[config.mk]
export PLATFORM = sky130hd
export DESIGN_NAME = mcif_write_os_ctrl
export DESIGN_NICKNAME = d
export VERILOG_FILES = /design/src/rtl/mcif_write_pkg.sv /design/src/rtl/mcif_write_len_fifo.sv /design/src/rtl/mcif_write_os_ctrl.sv
export SDC_FILE = /design/constraint.sdc
export NUM_CORES = 1
export LEC_CHECK = 0
export BUFFER_PORTS_ARGS = -buffer_cell sky130_fd_sc_hd__buf_4
export CAP_MARGIN = 20
export CORE_MARGIN = 1
export CORE_UTILIZATION = 26
export DETAILED_ROUTE_END_ITERATION = 7
export PLACE_DENSITY = 0.49
export SYNTH_ARGS = -nofsm -noshare
export SYNTH_HDL_FRONTEND = slang
export SYNTH_HIERARCHICAL = 1
export SYNTH_SLANG_ARGS = --single-unit
[constraint.sdc]
create_clock -name nvdla_core_clk -period 5.1 [get_ports nvdla_core_clk]
set_input_delay 1.02 -clock nvdla_core_clk [delete_from_list [all_inputs] [get_ports nvdla_core_clk]]
set_output_delay 1.02 -clock nvdla_core_clk [all_outputs]
set_load 0.005 [all_outputs]
[src/rtl/mcif_write_pkg.sv]
`default_nettype none
// ============================================================================
// Module      : mcif_write_pkg
// Description : Shared sizing constants and helpers for the MCIF write
//               ingress path (command length width, outstanding-beat counter
//               width, length FIFO depth, len-to-beats conversion).
// Revision    : 1.0 - initial release
// ============================================================================
package mcif_write_pkg;

    // Command length is encoded as beats-1.
    localparam int LEN_W       = 2;
    // Outstanding-beat counter; must hold 256 (limit register 255 + 1).
    localparam int OS_CNT_W    = 9;
    // Accepted commands whose data has not yet fully left (power of 2).
    localparam int LFIFO_DEPTH = 4;

    // Beat count of a command, one bit wider than the counter so that
    // credit sums never wrap.
    function automatic logic [OS_CNT_W:0] beats(input logic [LEN_W-1:0] len);
        return (OS_CNT_W+1)'(len) + (OS_CNT_W+1)'(1);
    endfunction

endpackage : mcif_write_pkg
`default_nettype wire

[src/rtl/mcif_write_len_fifo.sv]
`default_nettype none
// ============================================================================
// Module      : mcif_write_len_fifo
// Description : Small flop-based FIFO with registered full/empty flags.
//               Holds command lengths so the data side knows where each
//               burst ends.
// Ports       : clk, rst_n  - clock, async active-low reset
//               push_i/data_i - write strobe and data (ignored when full)
//               pop_i         - read strobe (ignored when empty)
//               head_o        - oldest entry
//               full_o/empty_o- registered status flags
// Revision    : 1.0 - initial release
// ============================================================================
module mcif_write_len_fifo
    import mcif_write_pkg::*;
#(
    parameter int WIDTH = LEN_W,
    parameter int DEPTH = LFIFO_DEPTH
) (
    input  logic             clk,
    input  logic             rst_n,
    input  logic             push_i,
    input  logic [WIDTH-1:0] data_i,
    input  logic             pop_i,
    output logic [WIDTH-1:0] head_o,
    output logic             full_o,
    output logic             empty_o
);

    localparam int            AW       = $clog2(DEPTH);
    localparam logic [AW:0]   C_FULL   = (AW+1)'(DEPTH);
    localparam logic [AW:0]   C_CNT1   = (AW+1)'(1);
    localparam logic [AW-1:0] C_PTR1   = AW'(1);

    logic [WIDTH-1:0] mem_q [DEPTH];
    logic [AW-1:0]    wr_ptr_q, rd_ptr_q;
    logic [AW:0]      count_q, count_d;
    logic             full_q, empty_q;
    logic             w_push, w_pop;

    assign w_push  = push_i & ~full_q;
    assign w_pop   = pop_i & ~empty_q;
    assign head_o  = mem_q[rd_ptr_q];
    assign full_o  = full_q;
    assign empty_o = empty_q;

    always_comb begin
        count_d = count_q;
        if (w_push && !w_pop) begin
            count_d = count_q + C_CNT1;
        end else if (!w_push && w_pop) begin
            count_d = count_q - C_CNT1;
        end
    end

    always_ff @(posedge clk or negedge rst_n) begin
        if (!rst_n) begin
            wr_ptr_q <= '0;
            rd_ptr_q <= '0;
            count_q  <= '0;
            full_q   <= 1'b0;
            empty_q  <= 1'b1;
        end else begin
            if (w_push) wr_ptr_q <= wr_ptr_q + C_PTR1;
            if (w_pop)  rd_ptr_q <= rd_ptr_q + C_PTR1;
            count_q <= count_d;
            full_q  <= (count_d == C_FULL);
            empty_q <= (count_d == '0);
        end
    end

    // Storage needs no reset: entries are only read once counted valid.
    always_ff @(posedge clk) begin
        if (w_push) mem_q[wr_ptr_q] <= data_i;
    end

endmodule : mcif_write_len_fifo
`default_nettype wire

[src/rtl/mcif_write_os_ctrl.sv]
`default_nettype none
// ============================================================================
// Module      : mcif_write_os_ctrl
// Description : Outstanding-write controller. Admits write commands only
//               while the outstanding-beat budget allows, frees budget on
//               egress returns, and releases W beats only after their command
//               has been accepted, generating wlast from the command length.
// Ports       : nvdla_core_clk/rstn      - clock, async active-low reset
//               reg2dp_wr_os_cnt         - outstanding-beat limit minus 1
//               cmd_in_* / cmd_out_*     - command path to AW converter
//               dat_in_* / dat_out_*     - data beat path to W converter
//               eg2ig_axi_vld/len        - completed command returns
//               os_cnt_cur, os_err       - status (counter, sticky underflow)
// Revision    : 1.0 - initial release
// ============================================================================
module mcif_write_os_ctrl
    import mcif_write_pkg::*;
(
    input  logic                nvdla_core_clk,
    input  logic                nvdla_core_rstn,
    input  logic [7:0]          reg2dp_wr_os_cnt,
    input  logic                cmd_in_valid,
    output logic                cmd_in_ready,
    input  logic [LEN_W-1:0]    cmd_in_len,
    output logic                cmd_out_valid,
    input  logic                cmd_out_ready,
    input  logic                dat_in_valid,
    output logic                dat_in_ready,
    output logic                dat_out_valid,
    input  logic                dat_out_ready,
    output logic                dat_out_last,
    input  logic                eg2ig_axi_vld,
    input  logic [LEN_W-1:0]    eg2ig_axi_len,
    output logic [OS_CNT_W-1:0] os_cnt_cur,
    output logic                os_err
);

    logic [OS_CNT_W-1:0] os_cnt_q, os_cnt_d;
    logic                os_err_q, os_err_d;
    logic                aw_hold_q, aw_hold_d;
    logic [LEN_W-1:0]    beat_cnt_q, beat_cnt_d;

    logic [OS_CNT_W:0]   w_limit, w_need, w_sum, w_ret;
    logic                w_credit_ok, w_aw_hs, w_dat_hs, w_pop;
    logic [LEN_W-1:0]    w_head;
    logic                w_full, w_empty;

    // ---------------- command side ----------------
    assign w_limit     = (OS_CNT_W+1)'(reg2dp_wr_os_cnt) + (OS_CNT_W+1)'(1);
    assign w_need      = {1'b0, os_cnt_q} + beats(cmd_in_len);
    assign w_credit_ok = (w_need <= w_limit);

    // Once AW valid has been shown it stays up until taken, regardless of a
    // limit change or the FIFO status.
    assign cmd_out_valid = cmd_in_valid & ((w_credit_ok & ~w_full) | aw_hold_q);
    assign cmd_in_ready  = cmd_out_ready & cmd_out_valid;
    assign w_aw_hs       = cmd_in_ready;

    always_comb begin
        aw_hold_d = aw_hold_q;
        if (w_aw_hs) begin
            aw_hold_d = 1'b0;
        end else if (cmd_out_valid) begin
            aw_hold_d = 1'b1;
        end
    end

    // Accept and return may coincide; both are folded into one update, and
    // a return larger than the running total clamps to zero and flags it.
    assign w_sum = {1'b0, os_cnt_q} + (w_aw_hs ? beats(cmd_in_len) : '0);
    assign w_ret = eg2ig_axi_vld ? beats(eg2ig_axi_len) : '0;

    always_comb begin
        os_cnt_d = OS_CNT_W'(w_sum - w_ret);
        os_err_d = os_err_q;
        if (w_ret > w_sum) begin
            os_cnt_d = '0;
            os_err_d = 1'b1;
        end
    end

    // ---------------- data side ----------------
    assign dat_out_valid = dat_in_valid & ~w_empty;
    assign dat_in_ready  = dat_out_ready & ~w_empty;
    assign dat_out_last  = ~w_empty & (beat_cnt_q == w_head);
    assign w_dat_hs      = dat_in_valid & dat_out_ready & ~w_empty;
    assign w_pop         = w_dat_hs & dat_out_last;

    always_comb begin
        beat_cnt_d = beat_cnt_q;
        if (w_dat_hs) begin
            beat_cnt_d = dat_out_last ? '0 : beat_cnt_q + LEN_W'(1);
        end
    end

    mcif_write_len_fifo #(
        .WIDTH (LEN_W),
        .DEPTH (LFIFO_DEPTH)
    ) u_len_fifo (
        .clk     (nvdla_core_clk),
        .rst_n   (nvdla_core_rstn),
        .push_i  (w_aw_hs),
        .data_i  (cmd_in_len),
        .pop_i   (w_pop),
        .head_o  (w_head),
        .full_o  (w_full),
        .empty_o (w_empty)
    );

    always_ff @(posedge nvdla_core_clk or negedge nvdla_core_rstn) begin
        if (!nvdla_core_rstn) begin
            os_cnt_q   <= '0;
            os_err_q   <= 1'b0;
            aw_hold_q  <= 1'b0;
            beat_cnt_q <= '0;
        end else begin
            os_cnt_q   <= os_cnt_d;
            os_err_q   <= os_err_d;
            aw_hold_q  <= aw_hold_d;
            beat_cnt_q <= beat_cnt_d;
        end
    end

    assign os_cnt_cur = os_cnt_q;
    assign os_err     = os_err_q;

endmodule : mcif_write_os_ctrl
`default_nettype wire

==> results.toml, run 1 <==
[worst_setup_path]
timing.critical_path.from_type = "primary input"
worstReg2RegStart = "os_cnt_cur[0]"
crit_required_ns = 5.27
crit-reg2reg-capture = "os_cnt_cur[4]"
worstPathCellList = "buf_8, ha_4, ha_4, a21o_1, a21oi_2, nor2_1, xor2_1, ha_1, a21o_1, a21oi_2, nor2b_1, o41a_1, nor3b_2, ha_2, fa_2, inv_2, fa_2, nor2b_4, or2_4, or4_4, o211ai_2, xnor2_1, nor2_1"
path_buf_inv = 2
path_delay_family = "adder cells"
timing.setup.critical_path_class = "primary input to flip-flop"
crit_path_end_kind = "flip-flop"
worst-endpoint-arrival_ns = 5.36
reg2reg_depth = 20
critPathMaxStageDelay_ns = 0.48
slowest_cell_on_the_critical_path = "sky130_fd_sc_hd__fa_2"
slack_of_the_worst_reg_to_reg_path_ns = 0.37
path_max_fanout = 4

[layout]
fillers = 1012
layout.nets = 404
postLayoutCellArea_um2 = 3566
area_growth_pct = 37.02
final_util_pct = 36.65
non_filler_instance_count_after_layout = 486
share_of_layout_cells_above_drive_strength_1_pct = 35.69
antenna_cells_inserted = 0

[floorplanning]
starting_density_of_the_core_pct = 26.75
dieArea_um2 = 10410
io_pins = 34
core_area_um2 = 9729
dieHeight_um = 102.0
die_w_um = 102.0
row_count = 36

[synthesis]
syn-cell-area_um2 = 2602
synth_seq_cells = 30
yosys_warnings = 6
netlist_top_cells_area = "sky130_fd_sc_hd__dfrtp_1, sky130_fd_sc_hd__ha_1, sky130_fd_sc_hd__edfxtp_1"
synthDominantAreaCellType = "sky130_fd_sc_hd__dfrtp_1"
postSynth.topFlopCell = "sky130_fd_sc_hd__dfrtp_1"
synth.cells.most_frequent = "sky130_fd_sc_hd__ha_1, sky130_fd_sc_hd__nor2_1, sky130_fd_sc_hd__dfrtp_1"
synth.avg_cell_area_um2 = 9.328
synth_async_sr_flop_share_pct = 73.33
most_numerous_cell_in_the_yosys_netlist = "sky130_fd_sc_hd__ha_1"
postSynthNetCount = 331
syn-instance-count = 279
synth-edff-count = 8
portion_of_the_post_synthesis_area_used_by_sequential_elements_pct = 30.43
synth_top_cell_area_share_pct = 20.19
yosysUniqueCellTypes = 60

[placed_design]
place_congestion = 0.8057
io_buffer_count = 33
numPlacedInstances = 473
postPlaceCellArea_um2 = 3326
hpwlAfterDp_mm = 5.039
place_ws_ns = -0.6846

[sta]
relSlewSlack_pct = 73.99
max_clock_freq_ghz = 0.1927
final.hold.worst_slack_ns = 0.4988
timing.final.hold_violations = 0
final-max-slew-violation-count = 0
worst_slew_pin_slew_ns = 0.3871
grt_setup_unrepaired = "yes"
setup_viol_count_final = 8
timing.final.ws_setup_ns = -0.08964
layout_worst_path_cycle_share_pct = 101.8
period_minus_slack_ns = 5.190
finalSetupTns_ns = -0.1868
worst_clock_skew_ns = 0.008252

[clocking]
cts_tree = "yes"
cts_hold_repair.buffers = 0
cts.root.buffer_cell = "sky130_fd_sc_hd__clkbuf_8"
depth_of_the_cts_h_tree = 2
cts.clk_slew.worst_paths_ns = 0.07
numCtsBuffers = 5
insertion_delay_ns = 0.29
cts_max_path_buffers = 2
clock-sinks = 30

[hold_path]
timing.hold.worst_endpoint = "os_err"
hold_path_class = "flip-flop to flip-flop"
hold_path.startpoint = "os_err"
whs_path_depth = 1

[routing]
drt-initial-drc-count = 34
ant_nets = 0
met3_wirelength_um = 198
top_layer = "met4"
wirelength_met1_mm = 3.056
number_of_iterations_in_the_first_detailed_routing_pass = 4
routedWlPerCell_um = 13.03
wirelength_mm = 6.335
mean_number_of_vias_per_cell = 4.537
drcViolationCount = 0
num_vias = 2205
wl_met2_mm = 3.003

[global_route]
grt.total_usage_pct = 13.15
grt_overflow_total = 0
maximum_number_of_pins_on_one_net_before_global_route_repair = 23
grt_pass1_wl_mm = 10.63
first_global_vias = 2285
antenna_violations_before_repair = 0

[run_status]
run_status = "finished with violations"
failed_checks = "negative setup slack"

[power_and_ir_drop]
power.leakage_nw = 1.543
post-layout-total-power_mw = 2.027
vdd_drop_max_mv = 0.1799
power_density_nw_per_um2 = 568.4

[flow_run]
timing.max_cap.violations = 0
[registers in the layout, indices dropped and copies added, names as in the netlist]
signal,count
u_len_fifo/rd_ptr_q,2
aw_hold_q,1
u_len_fifo/count_q,3
os_cnt_cur,9
u_len_fifo/full_o,1
u_len_fifo/wr_ptr_q,2
u_len_fifo/empty_o,1
os_err,1
beat_cnt_q,2
u_len_fifo/mem_q,8
[placed cells by master (no fill, tap or decap), drive strengths merged, types with 11 or more instances in the layout]
cell type and count:
buf 74, dfrtp 21, ha 30, inv 19
nand2 18, nor2 25, nor2b 13, nor3 14
o21ai 11, xnor2 18
[logic make-up (layout without fill, tap and decap cells)]
group | Yosys count | in the layout | synth area share (%)
buffers and inverters | 27 | 101 | 4.951
DFF | 30 | 30 | 30.43
AOI/OAI and AO/OA | 46 | 46 | 12.84
adders and majority gates | 33 | 33 | 16.73
and+or+nand+nor | 112 | 112 | 23.22
muxes | 3 | 3 | 2.115
xor gates and xnor gates | 28 | 28 | 9.711
[metal layers]
metal | vias to the layer above | global-route usage (%)
li1 | 1126 | -
met1 | 1040 | 16.69
met2 | 32 | 22.87
met3 | 7 | 2.326
met4 | 0 | 3.626
met5 | - | 0
[area by class of cell]
class | count | area (um^2) | area share, %
multi-input cells | 222 | 1848 | 51.82
flip-flops and latches | 30 | 792.0 | 22.21
repair buffers | 74 | 574.3 | 16.11
well taps | 133 | 166.4 | 4.667
inverters | 19 | 71.32 | 2.000
clock buffers | 5 | 68.82 | 1.930
clock inverters | 3 | 45.04 | 1.263
[report_power, final]
| group | switching [mW] | leakage [nW] | internal, mW | total (mW) |
|---|---|---|---|---|
| combinational | 0.608 | 1.16 | 0.700 | 1.31 |
| sequential | 0.135 | 0.335 | 0.339 | 0.474 |
| clock | 0.100 | 0.0504 | 0.145 | 0.246 |
[timing repair]
item / CTS / global route
resized for setup: 13 / 9
pin swaps: 16 / 12
buffers inserted: 2 / 4
endpoints found under the setup margin: 10 / 10
[how the worst max path moves through the flow]
stage               cells after the start             to          start  slack (ns)
finish                                 23  os_cnt_cur[4]  cmd_in_len[1]       -0.09
global route                           24  os_cnt_cur[4]  cmd_in_len[0]       -0.26
CTS                                    23  os_cnt_cur[4]  cmd_in_len[0]       -0.13
detailed placement                     23  os_cnt_cur[4]  cmd_in_len[0]       -0.68
global placement                       23  os_cnt_cur[4]  cmd_in_len[0]       -0.54
floorplan                              23  os_cnt_cur[4]  cmd_in_len[1]       -0.30
Power figures use the tool's default switching activity.
==> run 2: changes to the inputs <==
Settings changed: CORE_UTILIZATION 26 to 32, PLACE_DENSITY 0.49 to 0.56.
==> run 2 against run 1 <==
Against the previous run:
- largest cell class unchanged
- the flow still finishes with violations (negative setup slack)
- cell count shrank 6.8%
- worst setup slack gained 0.012 ns
- sequential cell count is the same
- clock-buffer cell count is the same
- critical path type unchanged
- largest power group unchanged
- die area shrank 18%
- maximum frequency grew 0.24%
- hold slack lost 0.025 ns
- via count grew 1.3%
- wire length shrank 5.5%
- combinational power shrank 3%
- global-route usage grew 1.7 points
==> results.toml, run 2 (synthesis gave the netlist of run 1 again) <==
[run_status]
run_status = "finished with violations"
failed_checks = "negative setup slack"

[sta]
worst_slew_pin_slew_ns = 0.4247
period_minus_slack_ns = 5.177
final-max-slew-violation-count = 0
timing.final.hold_violations = 0
relSlewSlack_pct = 71.47
timing.final.ws_setup_ns = -0.07734
worst_clock_skew_ns = 0.007583
setup_viol_count_final = 8
grt_setup_unrepaired = "yes"
max_clock_freq_ghz = 0.1932
layout_worst_path_cycle_share_pct = 101.5
final.hold.worst_slack_ns = 0.4741

[routing]
drt-initial-drc-count = 52
number_of_iterations_in_the_first_detailed_routing_pass = 6
drcViolationCount = 0
num_vias = 2233
mean_number_of_vias_per_cell = 4.929
wirelength_mm = 5.984
ant_nets = 0
routedWlPerCell_um = 13.21

[power_and_ir_drop]
cell_internal_power_mw = 1.218
power.clock.fraction_pct = 14.3
power_density_nw_per_um2 = 579.5
post-layout-total-power_mw = 2.033
vdd_drop_max_mv = 0.3289
combPwrFrac_pct = 62.6
share_seq_of_total_power_pct = 23.1
p_sw_mw = 0.8152
power.leakage_nw = 1.534
swShare_pct = 40.10

[layout]
area_growth_pct = 34.81
non_filler_instance_count_after_layout = 453
antenna_cells_inserted = 0
layout.cells.most_common = "sky130_fd_sc_hd__buf_4"
final_cell_mix = "sky130_fd_sc_hd__buf_4, sky130_fd_sc_hd__nor2_1, sky130_fd_sc_hd__ha_1, sky130_fd_sc_hd__dfrtp_1"
layout.nets = 402
largest_register_ffs = 9
postLayoutCellArea_um2 = 3508
final_util_pct = 44.94
fillers = 762
multiInputGateArea_um2 = 1826
share_of_layout_cells_above_drive_strength_1_pct = 33.90
area.sequential_um2 = 792.0

[hold_path]
hold_path_class = "flip-flop to flip-flop"
timing.hold.worst_endpoint = "os_err"
hold_path.startpoint = "os_err"
whs_path_depth = 1

[worst_setup_path]
crit_start = "cmd_in_len[0]"
crit_path_end_kind = "flip-flop"
worst-endpoint-arrival_ns = 5.34
slack_of_the_worst_reg_to_reg_path_ns = 0.44
crit-reg2reg-capture = "os_cnt_cur[4]"
reg2reg_depth = 21
crit_required_ns = 5.27
timing.critical_path.from_type = "primary input"
timing.setup.critical_path_class = "primary input to flip-flop"
worstReg2RegStart = "os_cnt_cur[0]"
path_max_fanout = 4

[global_route]
first_global_vias = 2217
maximum_number_of_pins_on_one_net_before_global_route_repair = 23
grt_overflow_total = 0
grt.total_usage_pct = 14.83
antenna_violations_before_repair = 0
grt_pass1_wl_mm = 10.08

[floorplanning]
core_area_um2 = 7807
dieHeight_um = 92.18
die_w_um = 92.18
dieArea_um2 = 8497
io_pins = 34
starting_density_of_the_core_pct = 33.33
row_count = 32

[clocking]
cts.root.buffer_cell = "sky130_fd_sc_hd__clkbuf_8"
depth_of_the_cts_h_tree = 2
clock-sinks = 30
cts.clk_slew.worst_paths_ns = 0.07
cts_tree = "yes"
cts_max_path_buffers = 2
numCtsBuffers = 5
insertion_delay_ns = 0.29

[placed_design]
io_buffer_count = 33
place_congestion = 0.8162
hpwlAfterDp_mm = 4.672
numPlacedInstances = 441
postPlaceCellArea_um2 = 3279

[flow_run]
timing.max_cap.violations = 0
-- run 2: worst max-delay path, stage by stage --
cell                       delay [ns]
sky130_fd_sc_hd__buf_8           0.10
sky130_fd_sc_hd__ha_4            0.29
sky130_fd_sc_hd__ha_4            0.19
sky130_fd_sc_hd__a21o_1          0.18
sky130_fd_sc_hd__a21oi_2         0.18
sky130_fd_sc_hd__nor2_1          0.07
sky130_fd_sc_hd__xor2_1          0.14
sky130_fd_sc_hd__ha_1            0.32
sky130_fd_sc_hd__nand4_1         0.14
sky130_fd_sc_hd__nor2_1          0.05
sky130_fd_sc_hd__a211oi_1        0.20
sky130_fd_sc_hd__o41a_1          0.26
sky130_fd_sc_hd__and3b_2         0.25
sky130_fd_sc_hd__fa_2            0.39
sky130_fd_sc_hd__xor2_2          0.23
sky130_fd_sc_hd__inv_2           0.06
sky130_fd_sc_hd__ha_4            0.21
sky130_fd_sc_hd__nor2b_4         0.13
sky130_fd_sc_hd__or2_4           0.24
sky130_fd_sc_hd__or4_4           0.42
sky130_fd_sc_hd__o211ai_2        0.08
sky130_fd_sc_hd__xnor2_1         0.13
sky130_fd_sc_hd__nor2_1          0.05
-- run 2: power groups by stage --
stage | Combinational, mW | Clock, mW | Sequential [mW]
3_3_place_gp | 1.19 | 0 | 0.474
2_1_floorplan | 0.820 | 0 | 0.420
6_report | 1.27 | 0.290 | 0.470
5_1_grt | 1.43 | 0.307 | 0.489
4_1_cts | 1.27 | 0.302 | 0.471
3_5_place_dp | 1.21 | 0 | 0.474
-- run 2: how the worst max path moves through the flow --
stage	slack, ns	to	cells after the start
after floorplan	-0.30	os_cnt_cur[4]	23
after global placement	-0.55	os_cnt_cur[4]	24
after detailed placement	-0.65	os_cnt_cur[4]	24
after CTS	-0.08	os_cnt_cur[4]	23
after global routing	-0.24	os_cnt_cur[4]	24
final	-0.08	os_cnt_cur[4]	23
-- run 2: what timing repair did --
item | CTS | global route
hold buffers | 0 | 0
setup endpoints to repair | 10 | 10
gates resized for setup | 14 | 5
buffers inserted | 4 | 1
pin swaps | 22 | 1
-- run 2: final cells by class --
type	count	area share [%]
multi-input cells	222	52.03
flip-flops and latches	30	22.57
repair buffers	72	15.94
well taps	102	3.638
inverters	19	2.033
clock buffers	5	1.961
clock inverters	3	1.819
-- run 2: per-layer routing --
metal,global-route usage [%],share of wire [%],up-vias
met4,4.948,1.9,0
met5,0,0,-
met3,2.488,3.5,13
met1,18.52,46,1052
li1,-,-,1114
met2,25.75,48,54
-- run 2: through the flow --
stage / setup TNS [ns] / setup WS (ns)
2_1_floorplan: -0.6866 / -0.2982
3_3_place_gp: -4.765 / -0.5550
3_5_place_dp: -5.560 / -0.6498
4_1_cts: -0.2460 / -0.08274
5_1_grt: -1.944 / -0.2378
6_report: -0.2593 / -0.07734
